`config.mk`:
```
export PLATFORM = sky130hd
export DESIGN_NAME = bomb_scheduler
export DESIGN_NICKNAME = d
export VERILOG_FILES = /design/src/rtl/bomb_scheduler.sv
export SDC_FILE = /design/constraint.sdc
export NUM_CORES = 1
export LEC_CHECK = 0
export CAP_MARGIN = 20
export CORE_MARGIN = 4
export CORE_UTILIZATION = 43
export CTS_CLUSTER_DIAMETER = 120
export DETAILED_ROUTE_END_ITERATION = 8
export GPL_TIMING_DRIVEN = 0
export PLACE_DENSITY = 0.94
export SKIP_LAST_GASP = 1
export SYNTH_ARGS = -nofsm -noshare
export SYNTH_HDL_FRONTEND = slang
export SYNTH_SLANG_ARGS = --single-unit
export TNS_END_PERCENT = 5
```
`constraint.sdc`:
```
create_clock -name clk -period 3.4 [get_ports clk]
set_input_delay 0.68 -clock clk [delete_from_list [all_inputs] [get_ports clk]]
set_output_delay 0.68 -clock clk [all_outputs]
set_load 0.01 [all_outputs]
```
`src/rtl/bomb_scheduler.sv`:
```
// Bomb drop scheduler: qualifies and arbitrates player drop requests, presents accepted bombs
// until bombTick consumes them, and tracks live bombs per player. Macro BOMB_SCHED_STATS_EN adds reject counters.
module bomb_scheduler #(
    parameter int unsigned MAX_BOMBS      = 2,
    parameter int unsigned FUSE_TICKS     = 3,
    parameter int unsigned COOLDOWN_TICKS = 1
) (
    input  logic         clk,
    input  logic         rst,
    input  logic         bombTick,
    input  logic [1:0]   game_state,
    input  logic [99:0]  i_curBombMap_0,
    input  logic [99:0]  i_curBombMap_1,
    input  logic         reqA,
    input  logic         reqB,
    input  logic [3:0]   playerAx,
    input  logic [3:0]   playerAy,
    input  logic [3:0]   playerBx,
    input  logic [3:0]   playerBy,
    output logic         bombA_v,
    output logic         bombB_v,
    output logic [3:0]   bombA_x,
    output logic [3:0]   bombA_y,
    output logic [3:0]   bombB_x,
    output logic [3:0]   bombB_y,
    output logic         ackA,
    output logic         ackB,
`ifdef BOMB_SCHED_STATS_EN
    output logic [7:0]   dropA,
    output logic [7:0]   dropB,
`endif
    output logic [2:0]   liveA,
    output logic [2:0]   liveB
);

    localparam int unsigned NP = 2;
    localparam int unsigned CW = 3;
    localparam logic [CW-1:0] MAX_L  = CW'(MAX_BOMBS);
    localparam logic [CW-1:0] FUSE_L = CW'(FUSE_TICKS);
    localparam logic [CW-1:0] COOL_L = CW'(COOLDOWN_TICKS);

    typedef enum logic {IDLE, PENDING} state_t;

    state_t        state_q [NP];
    state_t        state_d [NP];
    logic          req_q   [NP];
    logic [CW-1:0] slot_q  [NP][MAX_BOMBS];
    logic [CW-1:0] slot_d  [NP][MAX_BOMBS];
    logic [CW-1:0] cool_q  [NP];
    logic [CW-1:0] cool_d  [NP];
    logic [CW-1:0] live_q  [NP];
    logic [CW-1:0] live_d  [NP];
    logic [3:0]    x_q     [NP];
    logic [3:0]    x_d     [NP];
    logic [3:0]    y_q     [NP];
    logic [3:0]    y_d     [NP];
    logic          ack_q   [NP];
    logic          ack_d   [NP];
    logic          v_q     [NP];
    logic          v_d     [NP];
    logic          ptr_q;
    logic          ptr_d;

    logic          req_c   [NP];
    logic [3:0]    px_c    [NP];
    logic [3:0]    py_c    [NP];
    logic [6:0]    idx_c   [NP];
    logic          rise_c  [NP];
    logic          qual_c  [NP];
    logic          win_c   [NP];
    logic          placed_c;

    // Request qualification and same-cell arbitration (ptr_q: 0 = A has priority)
    always_comb begin
        req_c[0] = reqA;
        req_c[1] = reqB;
        px_c[0]  = playerAx;
        py_c[0]  = playerAy;
        px_c[1]  = playerBx;
        py_c[1]  = playerBy;
        ptr_d    = ptr_q;
        for (int p = 0; p < 2; p++) begin
            rise_c[p] = req_c[p] & ~req_q[p];
            idx_c[p]  = 7'(px_c[p]) * 7'd10 + 7'(py_c[p]);
            qual_c[p] = rise_c[p]
                     && (game_state == 2'd0)
                     && (state_q[p] == IDLE)
                     && (live_q[p] < MAX_L)
                     && (cool_q[p] == '0)
                     && (px_c[p] >= 4'd1) && (px_c[p] <= 4'd8)
                     && (py_c[p] >= 4'd1) && (py_c[p] <= 4'd8)
                     && !i_curBombMap_1[idx_c[p]] && !i_curBombMap_0[idx_c[p]]
                     && !(v_q[1-p] && (x_q[1-p] == px_c[p]) && (y_q[1-p] == py_c[p]));
            win_c[p]  = qual_c[p];
        end
        if (qual_c[0] && qual_c[1] && (px_c[0] == px_c[1]) && (py_c[0] == py_c[1])) begin
            if (ptr_q) win_c[0] = 1'b0;
            else       win_c[1] = 1'b0;
            ptr_d = ~ptr_q;
        end
    end

    // Per-player FSM, fuse slots and cooldown; slots age before a new bomb is loaded
    always_comb begin
        placed_c = 1'b0;
        for (int p = 0; p < 2; p++) begin
            state_d[p] = state_q[p];
            x_d[p]     = x_q[p];
            y_d[p]     = y_q[p];
            ack_d[p]   = 1'b0;
            cool_d[p]  = cool_q[p];
            placed_c   = 1'b0;
            for (int s = 0; s < int'(MAX_BOMBS); s++) slot_d[p][s] = slot_q[p][s];

            if (bombTick) begin
                if (cool_q[p] != '0) cool_d[p] = cool_q[p] - 3'd1;
                for (int s = 0; s < int'(MAX_BOMBS); s++)
                    if (slot_q[p][s] != '0) slot_d[p][s] = slot_q[p][s] - 3'd1;
            end

            case (state_q[p])
                IDLE: begin
                    if (win_c[p]) begin
                        state_d[p] = PENDING;
                        x_d[p]     = px_c[p];
                        y_d[p]     = py_c[p];
                        ack_d[p]   = 1'b1;
                    end
                end
                PENDING: begin
                    if (game_state != 2'd0) begin
                        state_d[p] = IDLE;
                    end else if (bombTick) begin
                        state_d[p] = IDLE;
                        cool_d[p]  = COOL_L;
                        for (int s = 0; s < int'(MAX_BOMBS); s++) begin
                            if (!placed_c && (slot_d[p][s] == '0)) begin
                                slot_d[p][s] = FUSE_L;
                                placed_c     = 1'b1;
                            end
                        end
                    end
                end
                default: state_d[p] = IDLE;
            endcase

            live_d[p] = '0;
            for (int s = 0; s < int'(MAX_BOMBS); s++)
                if (slot_d[p][s] != '0) live_d[p] = live_d[p] + 3'd1;
            v_d[p] = (state_d[p] == PENDING);
        end
    end

    always_ff @(posedge clk or negedge rst) begin
        if (!rst) begin
            ptr_q <= 1'b0;
            for (int p = 0; p < 2; p++) begin
                state_q[p] <= IDLE;
                req_q[p]   <= 1'b0;
                cool_q[p]  <= '0;
                live_q[p]  <= '0;
                x_q[p]     <= '0;
                y_q[p]     <= '0;
                ack_q[p]   <= 1'b0;
                v_q[p]     <= 1'b0;
                for (int s = 0; s < int'(MAX_BOMBS); s++) slot_q[p][s] <= '0;
            end
        end else begin
            ptr_q <= ptr_d;
            for (int p = 0; p < 2; p++) begin
                state_q[p] <= state_d[p];
                req_q[p]   <= req_c[p];
                cool_q[p]  <= cool_d[p];
                live_q[p]  <= live_d[p];
                x_q[p]     <= x_d[p];
                y_q[p]     <= y_d[p];
                ack_q[p]   <= ack_d[p];
                v_q[p]     <= v_d[p];
                for (int s = 0; s < int'(MAX_BOMBS); s++) slot_q[p][s] <= slot_d[p][s];
            end
        end
    end

`ifdef BOMB_SCHED_STATS_EN
    logic [7:0] drop_q [NP];

    // Saturating count of rejected request edges
    always_ff @(posedge clk or negedge rst) begin
        if (!rst) begin
            for (int p = 0; p < 2; p++) drop_q[p] <= '0;
        end else begin
            for (int p = 0; p < 2; p++)
                if (rise_c[p] && !win_c[p] && (drop_q[p] != 8'hFF)) drop_q[p] <= drop_q[p] + 8'd1;
        end
    end

    assign dropA = drop_q[0];
    assign dropB = drop_q[1];
`endif

    assign bombA_v = v_q[0];
    assign bombB_v = v_q[1];
    assign bombA_x = x_q[0];
    assign bombA_y = y_q[0];
    assign bombB_x = x_q[1];
    assign bombB_y = y_q[1];
    assign ackA    = ack_q[0];
    assign ackB    = ack_q[1];
    assign liveA   = live_q[0];
    assign liveB   = live_q[1];

endmodule

```
==> results.json, run 1 <==
{
  "netlist_instances": 659,
  "port_buffers": 245,
  "ioPinCount": 249,
  "drv_slew": 0,
  "ys_seq_area_frac": 0.207,
  "synth_common_cells": "nor2_1 (89), nor3_1 (69), dfrtp_1 (45)",
  "synth_warnings": 0,
  "avgSynthCellArea_sq_um": 8.27,
  "fill_cells": 818,
  "maxCapViolations": 0,
  "dp.cells": 1074,
  "hp-class": "in -> async",
  "synthArstFlopShare": 1.00,
  "crit_fanout": 6,
  "vdd_drop_max_mv": 0.293,
  "status": "finished with violations",
  "ys_ff_latch": 45,
  "total_power_w": 0.00331,
  "final.setup_skew_ps": 7.87,
  "reg2reg_from": "bombB_v",
  "antenna_found_initial": 1,
  "fin_crit_sh": 1.15,
  "clock-sinks": 45,
  "num_rows": 40,
  "synth_top_area_frac": 0.207,
  "leakagePower_nw": 3.45,
  "worstMarginPinSlew_ps": 715,
  "grt_remaining_overflow": 0,
  "arrival_ps": 4090,
  "syn_to_final_growth_pct": 62.8,
  "die_y_um": 121,
  "violations": "negative setup slack",
  "num_vias": 7027,
  "die-area_sq_mm": 0.0145,
  "clk_pin_slew_ps": 60,
  "dp.final_hpwl_um": 17900,
  "firstDrtPassIters": 6,
  "switching_power_w": 0.00128,
  "drt_wl_total_um": 24300,
  "ctsHoldBuffers": 0,
  "core_sq_mm": 0.0122,
  "initial_utilization": 0.446,
  "p_int_w": 0.00203,
  "nNetsFinal": 1201,
  "grt_usage": 0.308,
  "seqPwrFrac": 0.232,
  "worst_slack_ps": -525,
  "route.detailed.drc": 0,
  "drt-wirelength-per-cell_um": 21.9,
  "synth.area.top_cells": "dfrtp_1 (21%), mux4_2 (9.5%), ha_1 (7.8%), nor3_1 (6.3%), nor2_1 (6.1%)",
  "clkPwrFrac": 0.171,
  "drive_gt1_frac": 0.172,
  "cts_tree": "built",
  "syn_area_sq_mm": 0.00545,
  "synth_ff_type": "dfrtp_1",
  "synth-edff-count": 0,
  "final_antenna_net_count": 0,
  "timing.fmax_mhz": 255,
  "yosysUniqueCellTypes": 71,
  "place.gp.congestion": 1.03,
  "hold_viol": 0,
  "grt_pass1_wl_um": 35900,
  "reg2reg_slack_ps": 230,
  "drt_iter0_markers": 1061,
  "rsz0062_at_grt": "yes",
  "max-clock-path-buffers": 2,
  "setup_viol": 21,
  "criticalPathCategory": "in -> reg",
  "min_period_ps": 3930,
  "power.density_mw_per_mm2": 373,
  "critPathRequiredTime_ps": 3560,
  "startpoint_type": "input port",
  "die_w_um": 121,
  "htree_levels": 2,
  "grt_pass1_vias": 7047,
  "r2r_cells": 9,
  "maxSlewHeadroom": 0.523,
  "yosysMostFrequentCell": "nor2_1",
  "synth_top_cell_by_area": "dfrtp_1",
  "tns_ps": -9190,
  "fin_cells": 1110,
  "cts-root-buf": "clkbuf_16",
  "endpoint_kind": "flip-flop",
  "p_sw_frac": 0.388,
  "grt_max_degree": 28,
  "clkLatencyLatePin_ps": 290,
  "combPwrFrac": 0.596,
  "routed_via_density": 6.33,
  "cts_buffers": 5,
  "r2r-end": "bombB_x[2]"
}
## timing repair
| item | 4_1_cts | 5_1_grt |
|---|---|---|
| setup endpoints to repair | 21 | 21 |
| setup buffers | 17 | 10 |
| gates cloned | 1 | 1 |
| resized for setup | 98 | 37 |
| pin swaps | 14 | 18 |
## state kept, by name, indices dropped and copies added, names as in the netlist
| signal | count |
|---|---|
| ackA | 1 |
| ackB | 1 |
| bombA_v | 1 |
| bombA_x | 4 |
| bombA_y | 4 |
| bombB_v | 1 |
| bombB_x | 4 |
| bombB_y | 4 |
| cool_q | 6 |
| liveA | 2 |
| liveB | 2 |
| ptr_q | 1 |
| req_q | 2 |
| slot_q | 12 |
## through the flow
step | hold slack [ps] | util | cell area (sq um) | setup slack, ps
finish | 345 | 0.727 | 8880 | -525
floorplan | 384 | - | 5540 | -390
global placement | 469 | 0.671 | 8200 | -1690
global route | 377 | 0.727 | 8880 | -514
detailed placement | 481 | 0.673 | 8210 | -1730
CTS | 350 | 0.716 | 8750 | -393
## how the worst max path moves through the flow
stage	start	endpoint	slack, ps	cells past startpoint
4_1_cts	playerBx[0]	bombB_x[3]	-390	14
6_report	playerBx[0]	bombB_x[2]	-530	13
2_1_floorplan	playerBx[0]	bombB_x[0]	-390	11
3_3_place_gp	playerBx[0]	bombB_x[2]	-1690	12
3_5_place_dp	playerBx[0]	bombB_x[1]	-1730	12
5_1_grt	playerBx[0]	bombA_x[1]	-510	13
## worst max-delay path, cell delays in order
cell and delay, ps:
buf_12 110, ha_4 160, fa_2 570, inv_2 130
buf_8 150, a2111oi_4 50, or4_4 590, a22oi_2 220
or4b_4 520, o221a_4 160, a211oi_4 230, buf_6 200
mux2_4 310
## metal layers
metal	share of wire	vias to the layer above	GRT usage	wire length, um
met1	0.36	3213	0.385	8710
met4	0.051	0	0.126	1240
met3	0.12	160	0.0692	3010
met2	0.47	624	0.514	11300
li1	-	3030	-	-
met5	0	-	0	0
## final cells by class
class / count / area [sq um] / share of cell area
clock buffer: 7 / 143 / 0.0161
clock inverter: 1 / 30.0 / 0.00338
multi-input combinational: 551 / 4340 / 0.489
tap: 168 / 210 / 0.0237
inverter: 31 / 116 / 0.0131
sequential: 45 / 1130 / 0.127
antenna: 1 / 2.50 / 0.000282
timing repair buffer: 273 / 2680 / 0.302
buffer: 33 / 231 / 0.0261
## cells in the final DEF (no fill, tap or decap), drive strengths merged, types with 32 or more instances in the layout
cell type | netlist | final
clkdlybuf4s50 | 0 | 230
nor2 | 89 | 89
nor3 | 71 | 71
buf | 26 | 62
dfrtp | 45 | 45
a21oi | 39 | 39
nand2 | 36 | 36
ha | 34 | 34
o21ai | 32 | 32
## power by group through the flow
stage,registers [W],logic (W),clock network [W]
after detailed placement,0.000771,0.00170,0
after global placement,0.000765,0.00165,0
after CTS,0.000764,0.00184,0.000565
final,0.000769,0.00197,0.000567
after global routing,0.000784,0.00212,0.000597
after floorplan,0.000776,0.00101,0
## logic make-up (layout without fill, tap and decap cells)
group                      after synthesis  count (layout)  share of synthesized area
other                                    1               3                   0.000688
xor gates and xnor gates                41              41                     0.0672
muxes                                   43              43                      0.141
DFF                                     45              45                      0.207
adders and majority gates               38              38                     0.0927
and+or+nand+nor                        270             270                      0.240
AOI/OAI and AO/OA                      157             157                      0.198
buffers and inverters                   64             345                     0.0530
No activity file was read; power rests on OpenSTA's default activity.
==> run 2, diff against run 1 <==
--- a/config.mk
+++ b/config.mk
@@ -8,4 +8,5 @@
 export CAP_MARGIN = 20
-export CORE_MARGIN = 4
+export CORE_MARGIN = 2
 export CORE_UTILIZATION = 43
+export CTS_BUF_LIST = sky130_fd_sc_hd__clkbuf_4 sky130_fd_sc_hd__clkbuf_8 sky130_fd_sc_hd__clkbuf_16
 export CTS_CLUSTER_DIAMETER = 120
--- a/constraint.sdc
+++ b/constraint.sdc
@@ -3,2 +3,2 @@
 set_output_delay 0.68 -clock clk [all_outputs]
-set_load 0.01 [all_outputs]
+set_load 0.02 [all_outputs]
==> run 2 against run 1 <==
Net effect: the run still ends with negative setup slack left; critical path type unchanged; register-to-register slack lost 20 ps; sequential power grew 0.5%; worst setup slack lost 34 ps; die area shrank 6.5%; sequential share of layout area shrank 0.20 points; routed wire length grew 4.6%; count of clock-buffer cells in the layout is the same; first-iteration DRC count grew 6.5%; power grew 4.5%; critical path depth grew 2; flip-flop and latch count is the same; cell area grew 1.6%.
==> results.json, run 2 (synthesized netlist as in run 1, its figures left out) <==
{
  "reg_top3": "slot_q x12, cool_q x6",
  "final_common_cell": "clkdlybuf4s50_1",
  "htree_levels": 2,
  "fin_crit_sh": 1.16,
  "crit_fanout": 10,
  "fin_cells": 1118,
  "regArea_sq_mm": 0.00113,
  "die_y_um": 117,
  "arrival_ps": 4130,
  "dp.cells": 1078,
  "largest_reg_flops": 12,
  "drive_gt1_frac": 0.189,
  "crit_path_top_delay_cell": "fa_1",
  "cts_tree": "built",
  "ioPinCount": 249,
  "dp.final_hpwl_um": 17500,
  "status": "finished with violations",
  "grt_max_degree": 34,
  "cts-root-buf": "clkbuf_16",
  "maxSlewHeadroom": 0.487,
  "worst_slack_ps": -559,
  "maxCapViolations": 0,
  "clkLatencyLatePin_ps": 290,
  "ctsHoldBuffers": 0,
  "num_rows": 41,
  "drv_slew": 0,
  "hold_viol": 0,
  "r2r-end": "bombB_x[1]",
  "power.density_mw_per_mm2": 383,
  "fill_cells": 834,
  "max-clock-path-buffers": 2,
  "die_w_um": 117,
  "grt_remaining_overflow": 0,
  "critPathRequiredTime_ps": 3570,
  "endpoint_kind": "flip-flop",
  "drt-met1-wl_um": 8920,
  "grt_pass1_vias": 6767,
  "grt_pass1_wl_um": 35800,
  "pre_cts_ws_ps": -1680,
  "layout_common_cells": "clkdlybuf4s50_1 (230), nor2_1 (87), nor3_1 (61), dfrtp_1 (45), a21oi_1 (35)",
  "r2r_cells": 11,
  "antenna_found_initial": 0,
  "place.gp.congestion": 0.994,
  "core_sq_mm": 0.0125,
  "path_cells": "clkbuf_4, ha_2, fa_1, buf_6, xnor2_4, buf_2, a211oi_1, o31ai_1, a2111o_1, nand4_1, buf_4, a21oi_2, o22ai_4, buf_12, mux2_1",
  "route.detailed.drc": 0,
  "cts_buffers": 5,
  "drt_wl_total_um": 25400,
  "drt-wirelength-per-cell_um": 22.7,
  "reg2reg_from": "cool_q[0]",
  "num_vias": 7209,
  "violations": "negative setup slack",
  "top_layer_used": "met4",
  "grt_usage": 0.340,
  "port_buffers": 245,
  "rsz0062_at_grt": "yes",
  "clk_pin_slew_ps": 60,
  "vdd_drop_max_mv": 0.301,
  "worstMarginPinSlew_ps": 770,
  "clock-sinks": 45,
  "regMostFlops": "slot_q",
  "min_period_ps": 3960,
  "firstDrtPassIters": 6,
  "dr_wl_met3_um": 3310,
  "reg2reg_slack_ps": 210,
  "diodes": 0,
  "final.setup_skew_ps": 7.84,
  "syn_to_final_growth_pct": 65.4,
  "die-area_sq_mm": 0.0136,
  "startpoint_type": "input port",
  "cpPeakStageDelay_ps": 380,
  "setup_viol": 21,
  "final_antenna_net_count": 0,
  "drt_iter0_markers": 1130,
  "leakagePower_nw": 3.52,
  "nNetsFinal": 1206,
  "routed_via_density": 6.45,
  "multi_input_area_sq_mm": 0.00440,
  "initial_utilization": 0.436,
  "criticalPathCategory": "in -> reg",
  "wl_met2_um": 11500,
  "hp-class": "in -> async",
  "timing.fmax_mhz": 253
}
[run 2: cell types whose count changed in the layout (fill, tap and decap cells not counted), sizes merged]
cell,change
diode,-1
clkdlybuf4s15,-1
buf,+4
clkbuf,+1
bufbuf,+1
[run 2: routing by layer]
metal / GRT usage / vias up
li1: - / 3035
met1: 0.431 / 3321
met2: 0.555 / 652
met3: 0.0986 / 201
met4: 0.124 / 0
met5: 0 / -
[run 2: stage by stage]
step                power [W]   util  hold slack, ps  cell area (sq um)  TNS (ps)
finish                0.00346  0.721             276               9020     -8670
global placement      0.00245  0.655             464               8200    -30660
detailed placement    0.00252  0.657             485               8220    -32680
floorplan             0.00182      -             384               5540     -5830
CTS                   0.00329  0.711             286               8900     -5740
global route          0.00362  0.721             295               9020     -8440
[run 2: critical path: cells and delay by family]
family | cells | cell delay [ps]
muxes | 1 | 320
adders and majority gates | 2 | 600
buffers and inverters | 5 | 1040
and+or+nand+nor | 1 | 270
AOI/OAI and AO/OA | 5 | 1030
xor gates and xnor gates | 1 | 190
[run 2: worst max-delay path by stage]
stage	start	end	slack, ps	cells after the start
global placement	playerBx[0]	bombB_y[1]	-1580	12
CTS	playerBx[0]	bombB_x[1]	-370	14
finish	playerAx[0]	bombA_x[2]	-560	15
global route	playerAx[0]	bombA_x[2]	-500	15
detailed placement	playerBx[0]	bombB_x[3]	-1680	10
floorplan	playerBx[0]	bombB_x[0]	-390	11
[run 2: layout make-up]
type                            count  area share
Buffer                             33      0.0251
Sequential cell                    45       0.125
Timing Repair Buffer              278       0.305
Multi-Input combinational cell    551       0.488
Inverter                           31      0.0132
Clock buffer                        7      0.0162
Tap cell                          172      0.0239
Clock inverter                      1     0.00333
[run 2: repair_timing]
| action | CTS | global route |
|---|---|---|
| setup endpoints to repair | 21 | 21 |
| gates resized for setup | 111 | 42 |
| setup buffers | 23 | 8 |
| gates cloned | 3 | 0 |
| pin swaps | 19 | 19 |
[run 2: power breakdown]
group / switching (W) / internal, W / leakage [nW] / total (W)
Clock: 0.000201 / 0.000375 / 0.0875 / 0.000577
Sequential: 0.000105 / 0.000668 / 0.584 / 0.000773
Combinational: 0.00109 / 0.00102 / 2.85 / 0.00211
Total: 0.00139 / 0.00206 / 3.52 / 0.00346
==> run 3, diff against run 2 <==
--- a/config.mk
+++ b/config.mk
@@ -9,3 +9,3 @@
 export CORE_MARGIN = 2
-export CORE_UTILIZATION = 43
+export CORE_UTILIZATION = 46
 export CTS_BUF_LIST = sky130_fd_sc_hd__clkbuf_4 sky130_fd_sc_hd__clkbuf_8 sky130_fd_sc_hd__clkbuf_16
@@ -14,3 +14,3 @@
 export GPL_TIMING_DRIVEN = 0
-export PLACE_DENSITY = 0.94
+export PLACE_DENSITY = 0.95
 export SKIP_LAST_GASP = 1
==> constraint.sdc (replaced) <==
create_clock -name clk -period 4.9 [get_ports clk]
set_input_delay 0.98 -clock clk [delete_from_list [all_inputs] [get_ports clk]]
set_output_delay 0.98 -clock clk [all_outputs]
set_load 0.05 [all_outputs]
==> run 3 against run 2 <==
Net effect: the run ends with design-rule violations left; routed wire length down 11%; critical path depth down 2; worst hold slack better by 220 ps; global-route usage up 0.87 points; clock power down 43%; largest cell class unchanged; largest power group unchanged.
==> results.json, run 3 (synthesized netlist as in run 1, its figures left out) <==
{
  "grt_max_degree": 35,
  "route.detailed.drc": 18,
  "largest_reg_flops": 12,
  "nNetsFinal": 1177,
  "total_power_w": 0.00221,
  "p_sw_frac": 0.427,
  "fin_crit_sh": 0.975,
  "routed_via_density": 6.27,
  "criticalPathCategory": "in -> reg",
  "drt_iter0_markers": 822,
  "final_common_cell": "clkdlybuf4s50_1",
  "clkLatencyLatePin_ps": 280,
  "layout_common_cells": "clkdlybuf4s50_1 (240), nor2_1 (89), nor3_1 (69), dfrtp_1 (45), a21oi_1 (39)",
  "drt-wirelength-per-cell_um": 21.3,
  "grt_pass1_vias": 6739,
  "grt_remaining_overflow": 0,
  "vdd_drop_max_mv": 0.258,
  "clkPwrFrac": 0.148,
  "setup_viol": 0,
  "clock-sinks": 45,
  "endpoint_kind": "flip-flop",
  "final_area_sq_mm": 0.00839,
  "firstDrtPassIters": 8,
  "drv_slew": 0,
  "critPathRequiredTime_ps": 5060,
  "violations": "design-rule violations",
  "holdWs_ps": 495,
  "startpoint_type": "input port",
  "crit_path_top_delay_cell": "fa_2",
  "arrival_ps": 4940,
  "combPwrFrac": 0.610,
  "syn_to_final_growth_pct": 53.8,
  "cpPeakStageDelay_ps": 620,
  "hold_viol": 0,
  "drt_wl_total_um": 22600,
  "placed_cell_area_sq_mm": 0.00810,
  "cts_buffers": 5,
  "place.gp.congestion": 0.977,
  "die_w_um": 113,
  "status": "finished with violations",
  "die-area_sq_mm": 0.0127,
  "grt_pass1_wl_um": 35300,
  "port_buffers": 245,
  "maxCapViolations": 0,
  "fill_cells": 878,
  "post-route-util": 0.728,
  "regMostFlops": "slot_q",
  "clk_pin_slew_ps": 60,
  "core_sq_mm": 0.0115,
  "final.setup_skew_ps": 6.89,
  "ioPinCount": 249,
  "initial_utilization": 0.473,
  "hp-class": "reg -> reg",
  "seqPwrFrac": 0.242,
  "max-clock-path-buffers": 2,
  "htree_levels": 2,
  "die_y_um": 113,
  "worstMarginPinSlew_ps": 681,
  "reg_top3": "slot_q x12, cool_q x6",
  "maxSlewHeadroom": 0.541,
  "path_cells": "clkdlybuf4s50_1, ha_1, fa_2, buf_2, clkbuf_4, a21oi_1, mux4_2, mux2i_1, nor3_1, o221a_4, a211oi_4, buf_12, mux2_4",
  "min_period_ps": 4780,
  "cts-root-buf": "clkbuf_16",
  "drive_gt1_frac": 0.101,
  "grt_usage": 0.349,
  "ctsHoldBuffers": 0,
  "p_int_w": 0.00127,
  "final_antenna_net_count": 0,
  "power.density_mw_per_mm2": 264,
  "switching_power_w": 0.000945,
  "leakagePower_nw": 3.30,
  "cts_tree": "built",
  "dp.final_hpwl_um": 18300,
  "timing.fmax_mhz": 209,
  "antenna_found_initial": 1,
  "num_vias": 6651,
  "num_rows": 39,
  "crit_fanout": 10
}
run 3: critical path: cells and delay by family:
family / cells / cell delay (ps)
buf+inv: 4 / 1230
mux: 3 / 1070
fa+ha+maj: 2 / 900
compound gates: 3 / 620
simple gates: 1 / 120
run 3: final cells by class:
cell class	instances	area, sq um	area share
Antenna cell	1	2.50	0.000298
Buffer	33	184	0.0219
Clock buffer	6	133	0.0158
Clock inverter	2	10.0	0.00119
Inverter	31	116	0.0139
Multi-Input combinational cell	551	4110	0.490
Sequential cell	45	1130	0.134
Tap cell	143	179	0.0213
Timing Repair Buffer	249	2520	0.301
run 3: final timing paths:
check                                 start         end  slack [ps]  cells past startpoint
worst min register to register    cool_q[4]   cool_q[4]         490                      2
worst max register to register      bombB_v  bombB_x[1]        1690                      9
worst min-delay path              cool_q[4]   cool_q[4]         490                      2
worst max-delay path            playerBy[1]  bombB_x[1]         120                     13
min in group asynchronous               rst   slot_q[1]         570                      1
max in group asynchronous               rst  bombA_x[2]        3860                      2
run 3: repair_timing:
action	in CTS	in global routing
gates cloned	0	0
gates resized for setup	4	16
endpoints found under the setup margin	18	18
buffers inserted	1	2
pin swaps	1	3
run 3: per-stage QoR:
stage,setup slack [ps],TNS [ps],instances
after floorplan,660,0,660
after global placement,-575,-9710,1048
after detailed placement,-676,-10830,1049
after CTS,6.38,0,1058
after global routing,-20.1,-123,1061
final,121,0,1061
run 3: layer usage:
layer	vias to the layer above	routed length (um)	GRT usage
met5	-	0	0
met4	0	870	0.125
met3	78	2620	0.0707
met2	482	10500	0.576
met1	3118	8670	0.458
li1	2973	-	-
run 3: power groups by stage:
| stage | Combinational (W) | Clock, W | Sequential [W] |
|---|---|---|---|
| global placement | 0.00123 | 0 | 0.000531 |
| finish | 0.00135 | 0.000327 | 0.000536 |
| detailed placement | 0.00128 | 0 | 0.000539 |
| CTS | 0.00130 | 0.000324 | 0.000534 |
| floorplan | 0.000687 | 0 | 0.000636 |
| global route | 0.00145 | 0.000346 | 0.000547 |
